==> config.mk <==
export PLATFORM = sky130hd
export DESIGN_NAME = serial_add_seq
export DESIGN_NICKNAME = d
export VERILOG_FILES = /design/src/rtl/serial_add_seq.sv
export SDC_FILE = /design/constraint.sdc
export NUM_CORES = 1
export LEC_CHECK = 0
export CAP_MARGIN = 0
export CORE_ASPECT_RATIO = 0.6
export CORE_UTILIZATION = 45
export CTS_CLUSTER_SIZE = 30
export DETAILED_ROUTE_END_ITERATION = 12
export PLACE_DENSITY = 0.68
export SLEW_MARGIN = 20
export SYNTH_ARGS = -nofsm -noshare
export SYNTH_HDL_FRONTEND = slang
export SYNTH_SLANG_ARGS = --single-unit
==> constraint.sdc <==
create_clock -name clk -period 2.4 [get_ports clk]
set_clock_uncertainty 0.1 [all_clocks]
set_input_delay 0.48 -clock clk [delete_from_list [all_inputs] [get_ports clk]]
set_output_delay 0.48 -clock clk [all_outputs]
set_load 0.01 [all_outputs]
==> src/rtl/serial_add_seq.sv <==
// Serial wide adder sequencer: drives an external 4-bit adder one nibble per cycle, LSB first.
// Optional signed-overflow flag is built when SERIAL_ADD_OVF_EN is defined.
module serial_add_seq #(
  parameter int unsigned NIBBLES = 4
) (
  input  logic                   clk,
  input  logic                   rst_n,
  input  logic                   ena,
  input  logic                   start,
  input  logic [4*NIBBLES-1:0]   op_a,
  input  logic [4*NIBBLES-1:0]   op_b,
  input  logic                   cin,
  output logic [3:0]             add_a,
  output logic [3:0]             add_b,
  output logic                   add_cin,
  input  logic [3:0]             add_s,
  input  logic                   add_cout,
  output logic [4*NIBBLES-1:0]   result,
  output logic                   cout,
  output logic                   ovf,
  output logic                   busy,
  output logic                   done
);

  localparam int unsigned W    = 4 * NIBBLES;
  localparam int unsigned IDXW = (NIBBLES > 1) ? $clog2(NIBBLES) : 1;
  localparam logic [IDXW-1:0] LAST_IDX = IDXW'(NIBBLES - 1);

  localparam logic [1:0] S_IDLE = 2'd0;
  localparam logic [1:0] S_RUN  = 2'd1;
  localparam logic [1:0] S_DONE = 2'd2;

  logic [1:0]      r_state,   w_nxt_state;
  logic [IDXW-1:0] r_idx,     w_nxt_idx;
  logic [W-1:0]    r_a,       w_nxt_a;
  logic [W-1:0]    r_b,       w_nxt_b;
  logic [W-1:0]    r_shadow,  w_nxt_shadow;
  logic [W-1:0]    r_result,  w_nxt_result;
  logic            r_cout,    w_nxt_cout;
  logic            r_busy,    w_nxt_busy;
  logic            r_done,    w_nxt_done;
  logic [3:0]      r_add_a,   w_nxt_add_a;
  logic [3:0]      r_add_b,   w_nxt_add_b;
  logic            r_add_cin, w_nxt_add_cin;
  logic [IDXW-1:0] w_idx_inc;

`ifdef SERIAL_ADD_OVF_EN
  logic            r_ovf,     w_nxt_ovf;
`endif

  assign w_idx_inc = r_idx + IDXW'(1);

  // Next-state and datapath; add_cin doubles as the running carry register
  always_comb begin
    w_nxt_state   = r_state;
    w_nxt_idx     = r_idx;
    w_nxt_a       = r_a;
    w_nxt_b       = r_b;
    w_nxt_shadow  = r_shadow;
    w_nxt_result  = r_result;
    w_nxt_cout    = r_cout;
    w_nxt_busy    = r_busy;
    w_nxt_done    = r_done;
    w_nxt_add_a   = r_add_a;
    w_nxt_add_b   = r_add_b;
    w_nxt_add_cin = r_add_cin;
`ifdef SERIAL_ADD_OVF_EN
    w_nxt_ovf     = r_ovf;
`endif
    if (ena) begin
      case (r_state)
        S_IDLE: begin
          if (start) begin
            w_nxt_state   = S_RUN;
            w_nxt_a       = op_a;
            w_nxt_b       = op_b;
            w_nxt_idx     = '0;
            w_nxt_shadow  = '0;
            w_nxt_busy    = 1'b1;
            w_nxt_add_a   = op_a[3:0];
            w_nxt_add_b   = op_b[3:0];
            w_nxt_add_cin = cin;
          end
        end
        S_RUN: begin
          if (r_idx == LAST_IDX) begin
            // Top nibble goes straight from the adder into result
            w_nxt_state   = S_DONE;
            w_nxt_busy    = 1'b0;
            w_nxt_done    = 1'b1;
            w_nxt_result  = {add_s, r_shadow[W-5:0]};
            w_nxt_cout    = add_cout;
            w_nxt_add_a   = 4'h0;
            w_nxt_add_b   = 4'h0;
            w_nxt_add_cin = 1'b0;
`ifdef SERIAL_ADD_OVF_EN
            w_nxt_ovf     = (r_a[W-1] == r_b[W-1]) && (add_s[3] != r_a[W-1]);
`endif
          end else begin
            w_nxt_shadow[{r_idx, 2'b00} +: 4] = add_s;
            w_nxt_idx     = w_idx_inc;
            w_nxt_add_a   = r_a[{w_idx_inc, 2'b00} +: 4];
            w_nxt_add_b   = r_b[{w_idx_inc, 2'b00} +: 4];
            w_nxt_add_cin = add_cout;
          end
        end
        S_DONE: begin
          w_nxt_state = S_IDLE;
          w_nxt_done  = 1'b0;
        end
        default: begin
          w_nxt_state = S_IDLE;
          w_nxt_busy  = 1'b0;
          w_nxt_done  = 1'b0;
        end
      endcase
    end
  end

  // State register
  always_ff @(posedge clk or negedge rst_n) begin
    if (!rst_n) begin
      r_state   <= S_IDLE;
      r_idx     <= '0;
      r_a       <= '0;
      r_b       <= '0;
      r_shadow  <= '0;
      r_result  <= '0;
      r_cout    <= 1'b0;
      r_busy    <= 1'b0;
      r_done    <= 1'b0;
      r_add_a   <= 4'h0;
      r_add_b   <= 4'h0;
      r_add_cin <= 1'b0;
`ifdef SERIAL_ADD_OVF_EN
      r_ovf     <= 1'b0;
`endif
    end else begin
      r_state   <= w_nxt_state;
      r_idx     <= w_nxt_idx;
      r_a       <= w_nxt_a;
      r_b       <= w_nxt_b;
      r_shadow  <= w_nxt_shadow;
      r_result  <= w_nxt_result;
      r_cout    <= w_nxt_cout;
      r_busy    <= w_nxt_busy;
      r_done    <= w_nxt_done;
      r_add_a   <= w_nxt_add_a;
      r_add_b   <= w_nxt_add_b;
      r_add_cin <= w_nxt_add_cin;
`ifdef SERIAL_ADD_OVF_EN
      r_ovf     <= w_nxt_ovf;
`endif
    end
  end

  assign add_a   = r_add_a;
  assign add_b   = r_add_b;
  assign add_cin = r_add_cin;
  assign result  = r_result;
  assign cout    = r_cout;
  assign busy    = r_busy;
  assign done    = r_done;
`ifdef SERIAL_ADD_OVF_EN
  assign ovf     = r_ovf;
`else
  assign ovf     = 1'b0;
`endif

endmodule

==> Word-level counts from Yosys, hierarchy flattened <==
Cells that the tools add are included.
{ "word_totals": {"register_bits": 80, "latchBits": 0, "ram_bits": 0, "romBits": 0, "input_bits": 42, "out_inout_bits": 29, "wordCells": 59, "n_memories": 0} }
{ "classes": {"add_sub_neg": 2, "n_mul": 0, "n_div": 0, "order_cmp": 0, "n_eq_ne": 6, "shift": 4, "muxes": 24, "n_bitwise": 2, "reduce_logical": 9} }
{ "ops": {"columns": ["op", "n"], "rows": [
  ["$mux W16", 2],
  ["$pmux W16 S2", 1],
  ["$shiftx A16 B5 Y4", 2],
  ["$bwmux W16", 1],
  ["$mux W4", 4],
  ["$pmux W4 S2", 2],
  ["$shift A4 B6 Y16 const A", 1],
  ["$shiftx A4 B6 Y16", 1],
  ["$reduce_and A3 Y1", 5],
  ["$mux W2", 4],
  ["$pmux W2 S2", 2],
  ["$reduce_and A4 Y1", 2],
  ["$ne A2 B2 Y1 const B", 3],
  ["$neg A4 Y6", 1],
  ["$mux W1", 5],
  ["$eq A2 B2 Y1 const B", 2],
  ["$pmux W1 S2", 2],
  ["$pmux W1 S3", 1],
  ["$add A2 B1 Y2 const B", 1],
  ["$eq A2 B1 Y1 const B", 1],
  ["$logic_not A2 Y1", 1],
  ["$not A1 Y1", 2],
  ["$reduce_bool A2 Y1", 1]
]} }

==> Logic depth before layout (Yosys ltp) <==
{ "depth": {"depth_word": 5, "depth_mapped": 7, "depth_no_buf": 5} }

==> Worst setup path after synthesis <==
No wires, ideal clock.
{ "synth_path": {"path_kind": "register -> register", "from": "register r_idx[0]", "to": "register r_add_a[1], in the netlist add_a[1]", "setup_ns": 0.126, "t_arrival_ns": 1.907, "required_ns": 2.174, "slack_ns": 0.267, "path_stages_with_launch": 7, "path_buffers": 2, "synth_period_minus_slack_ns": 2.133, "path_cell_list": "dfrtp_1 > buf_6 > inv_1 > ha_1 > clkbuf_1 > mux4_2 > a311o_1"} }
{ "synth_between": {"elab_chain_cells": 4, "elab_cells_between_ends": 5, "cone_classes": "1 x add/sub; 1 x eq/ne; 1 x shift; 2 x mux"} }
{ "synth_rtl": {"columns": ["element", "line_no", "rtl"], "rows": [
  ["start, declared", "34", "logic [IDXW-1:0] r_idx, w_nxt_idx;"],
  ["start signal, assigned", "140", "r_idx <= w_nxt_idx;"],
  ["$add A2 B1 Y2", "51", "assign w_idx_inc = r_idx + IDXW'(1);"],
  ["$shiftx A16 B5 Y4", "102", "w_nxt_add_a = r_a[{w_idx_inc, 2'b00} +: 4];"],
  ["$mux W4 *", "86", "if (r_idx == LAST_IDX) begin"],
  ["$pmux W4 S2 *", "71", "case (r_state)"],
  ["end signal, assigned", "148", "r_add_a <= w_nxt_add_a;"],
  ["end, declared", "42", "logic [3:0] r_add_a, w_nxt_add_a;"]
]} }
Mark *: on every way between the ends. The rest lies on a longest branch, timed or not.
A chain may end at the register's enable or synchronous reset.

==> Final worst setup path <==
{ "layout_path": {"from": "register r_idx[0]", "to": "register r_shadow[1]"} }
{ "layout_between": {"elab_chain_cells": 5, "elab_cells_between_ends": 9, "cone_classes": "1 x add/sub; 2 x eq/ne; 2 x shift; 3 x mux; 1 x reduce/logical"} }
{ "layout_rtl": {"columns": ["element", "line_no", "rtl"], "rows": [
  ["$neg A4 Y6", "100", "w_nxt_shadow[{r_idx, 2'b00} +: 4] = add_s;"],
  ["$shiftx A4 B6 Y16 or $shift A4 B6 Y16 (tied branches)", "100", null],
  ["$bwmux W16", "100", null],
  ["$mux W16", "86", null],
  ["$pmux W16 S2", "71", null],
  ["end signal, assigned", "143", "r_shadow <= w_nxt_shadow;"],
  ["end, declared", "37", "logic [W-1:0] r_shadow, w_nxt_shadow;"]
]} }
Parallel ways exist; a longest one is shown, timed or not. The select of a mux whose other input is x is not followed.

==> impl_metrics.toml <==
[drt]
drtPass1Iterations = 4
drc = 0
wire_per_inst_um = 16.6
vias_per_cell = 5.38
initialDrtViolationCount = 138
drtAntennaViolNets = 0
routed_wirelength_um = 7480
num_vias = 2421

[clock_network]
insertion_delay_ns = 0.34
cts_made_buffers = 9
ctsHoldBuffers = 0
ctsResizeCount = 0
htreeDepth = 3
cts_setup_buffers = 0
cts-root-buf = "clkbuf_16"
cts.sinks = 76
clk_pin_slew_ns = 0.05
cts_tree = "built"
clk_path_buf_depth = 2

[final_layout]
drive_gt1_frac = 0.220
area_growth_pct = 31.8
nets = 388
antenna_cells = 0

[yosys]
synth_cell_types = 40
synth_top_area_frac = 0.532
yosysTopAreaCell = "dfrtp_1"
synthCells = 267
ys_seq_area_frac = 0.532
ys_top_cells_by_area = "dfrtp_1 (53%), mux2_2 (10%), mux2_1 (7.9%)"
synthMuxAreaShare = 0.231
synth_xor_area_frac = 0
ys_async_sr_fraction = 1.00
synth.avg_cell_area_um2 = 13.4
syn-num-nets = 314
synthFlopType = "dfrtp_1"
synth_edf_count = 0
ys_warn_count = 0
synth_compound_area_frac = 0.0731
synth_seq_cells = 76
syn_area_um2 = 3580
synth_top_family_by_area = "multiplexers"
synthAdderAreaFrac = 0.0175
synth-simple-area-share = 0.102

[global_route]
grt_pass1_wl_um = 12300
grt_usage = 0.200
antenna_found_initial = 0
grt_max_degree = 40
grt_pass1_vias = 2421
grt.overflow.total = 0

[timing]
relSlewSlack = 0.576
finalSetupViolCount = 0
finalHoldViolations = 0
min_period_ns = 2.02
fmax_mhz = 494
setup_tns_ns = 0
rsz0062_at_grt = "no"
slew_violations = 0
worst_slew_pin_slew_ns = 0.634
fin_crit_sh = 0.843
holdWs_ns = 0.0176

[setup_path]
path_buf_inv = 0
worst-path-max-fanout = 10
reg2reg_depth = 4
cp_slowest_cell = "dfrtp_1"
r2r-end = "r_shadow[1]"
crit_start = "r_idx[0]"
reg2reg_from = "r_idx[0]"
arrival_ns = 2.14
path_delay_family = "flip-flops"
ff2ff_setup_slack_ns = 0.38
critPathKind = "reg2reg"
slowest_delay_ns = 0.43
path_cells = "ha_1 -> nand3b_1 -> a21oi_1 -> mux2_2"
critical_path_required_ns = 2.52
critPathLaunchType = "flip-flop"
end_kind = "flip-flop"

[pwr]
clkPwrFrac = 0.262
swShare = 0.298
intPower_uw = 3990
max-vdd-ir-drop_mv = 0.623
p_total_uw = 5690
comb_power_share = 0.366
p_seq_frac = 0.372
power_density_nw_per_um2 = 1210
leakagePower_uw = 0.00212
p_switching_uw = 1700

[status]
status = "complete, no violations"

[placed_design]
place.port_buffers = 69
place_congestion = 0.784
dpl.hpwl_um = 5390

[run]
maxCapViolCount = 0

[floorplanning]
die_h_um = 71.1
boundaryPins = 71
start_util = 0.478
die_w_um = 117
die_area_um2 = 8320
num_rows = 24
core_um2 = 7480

[min_path]
hp-class = "in2async"
## cells by family (layout without fill, tap and decap cells)
logic type               count (synthesis)  in the layout
buffers and inverters                   26            105
flip-flops                              76             76
AO/OA/AOI/OAI                           40             40
multiplexers                            65             65
AND/OR/NAND/NOR                         54             54
adder cells (fa/ha/maj)                  5              5
other                                    1              1
## metrics by stage
step            util  setup slack, ns  area [um^2]  std cells
2_1_floorplan      -            0.267         3580        267
3_3_place_gp   0.586            0.222         4380        434
3_5_place_dp   0.586            0.183         4380        434
4_1_cts        0.631            0.375         4720        450
5_1_grt        0.631            0.302         4720        450
6_report       0.631            0.376         4720        450
## metal layers
layer | GRT usage | up-vias | share of wire
met5 | 0 | - | 0
met4 | 0.0759 | 0 | 0.012
met3 | 0.0497 | 9 | 0.058
met2 | 0.279 | 69 | 0.41
met1 | 0.301 | 1226 | 0.52
li1 | - | 1117 | -
## Yosys cell counts, types with 6 or more instances
| master | instances |
|---|---|
| nand2b_1 | 6 |
| nand2_1 | 11 |
| mux2_2 | 32 |
| a21oi_1 | 13 |
| a31oi_1 | 6 |
| mux4_2 | 7 |
| inv_1 | 9 |
| and3_1 | 11 |
| mux2_1 | 25 |
| and2_1 | 6 |
| dfrtp_1 | 76 |
## how the worst max path moves through the flow
| stage | endpoint | slack (ns) | cells past startpoint |
|---|---|---|---|
| final | r_shadow[1] | 0.38 | 4 |
| after global routing | r_shadow[2] | 0.30 | 4 |
| after CTS | r_shadow[7] | 0.37 | 5 |
| after detailed placement | r_shadow[0] | 0.18 | 4 |
| after global placement | r_shadow[9] | 0.22 | 5 |
| after floorplan | add_a[1] | 0.27 | 6 |
## cells in the final DEF, fill, tap and decap left out, types with 6 or more instances in the layout
master,n
nand2_1,11
mux2_2,32
dfrtp_1,76
mux4_2,7
and2_1,6
mux2_1,25
clkdlybuf4s50_1,68
clkbuf_16,9
buf_4,10
and3_1,11
inv_1,9
a31oi_1,6
a21oi_1,13
nand2b_1,6
## worst reg2reg max path, delay by kind of cell, from the launching register on
kind                       cells  cell delay [ns]
AOI/OAI and AO/OA              1             0.41
and+or+nand+nor                1             0.21
muxes                          1             0.38
adders and majority gates      1             0.37
DFF                            1             0.43
## layout make-up
cell class,count,area [um^2]
flip-flops and latches,76,1900
repair buffers,80,796
clock buffers,12,267
clock inverters,4,70.1
inverters,9,33.8
well taps,104,130
fillers,610,2760
multi-input cells,165,1520
## state kept, by name, summed over array words and instances (netlist names)
signal    flops
busy          1
add_b         4
r_shadow     12
done          1
add_cin       1
r_b          16
add_a         4
r_a          16
cout          1
result       16
r_idx         2
r_state       2
## power groups by stage
stage          Clock (uW)  Sequential [uW]  Combinational, uW
4_1_cts              1520             2110               2100
6_report             1490             2110               2080
3_3_place_gp            0             2110               2060
5_1_grt              1550             2180               2280
3_5_place_dp            0             2140               2090
2_1_floorplan           0             2100               1320
Power figures use the tool's default switching activity.
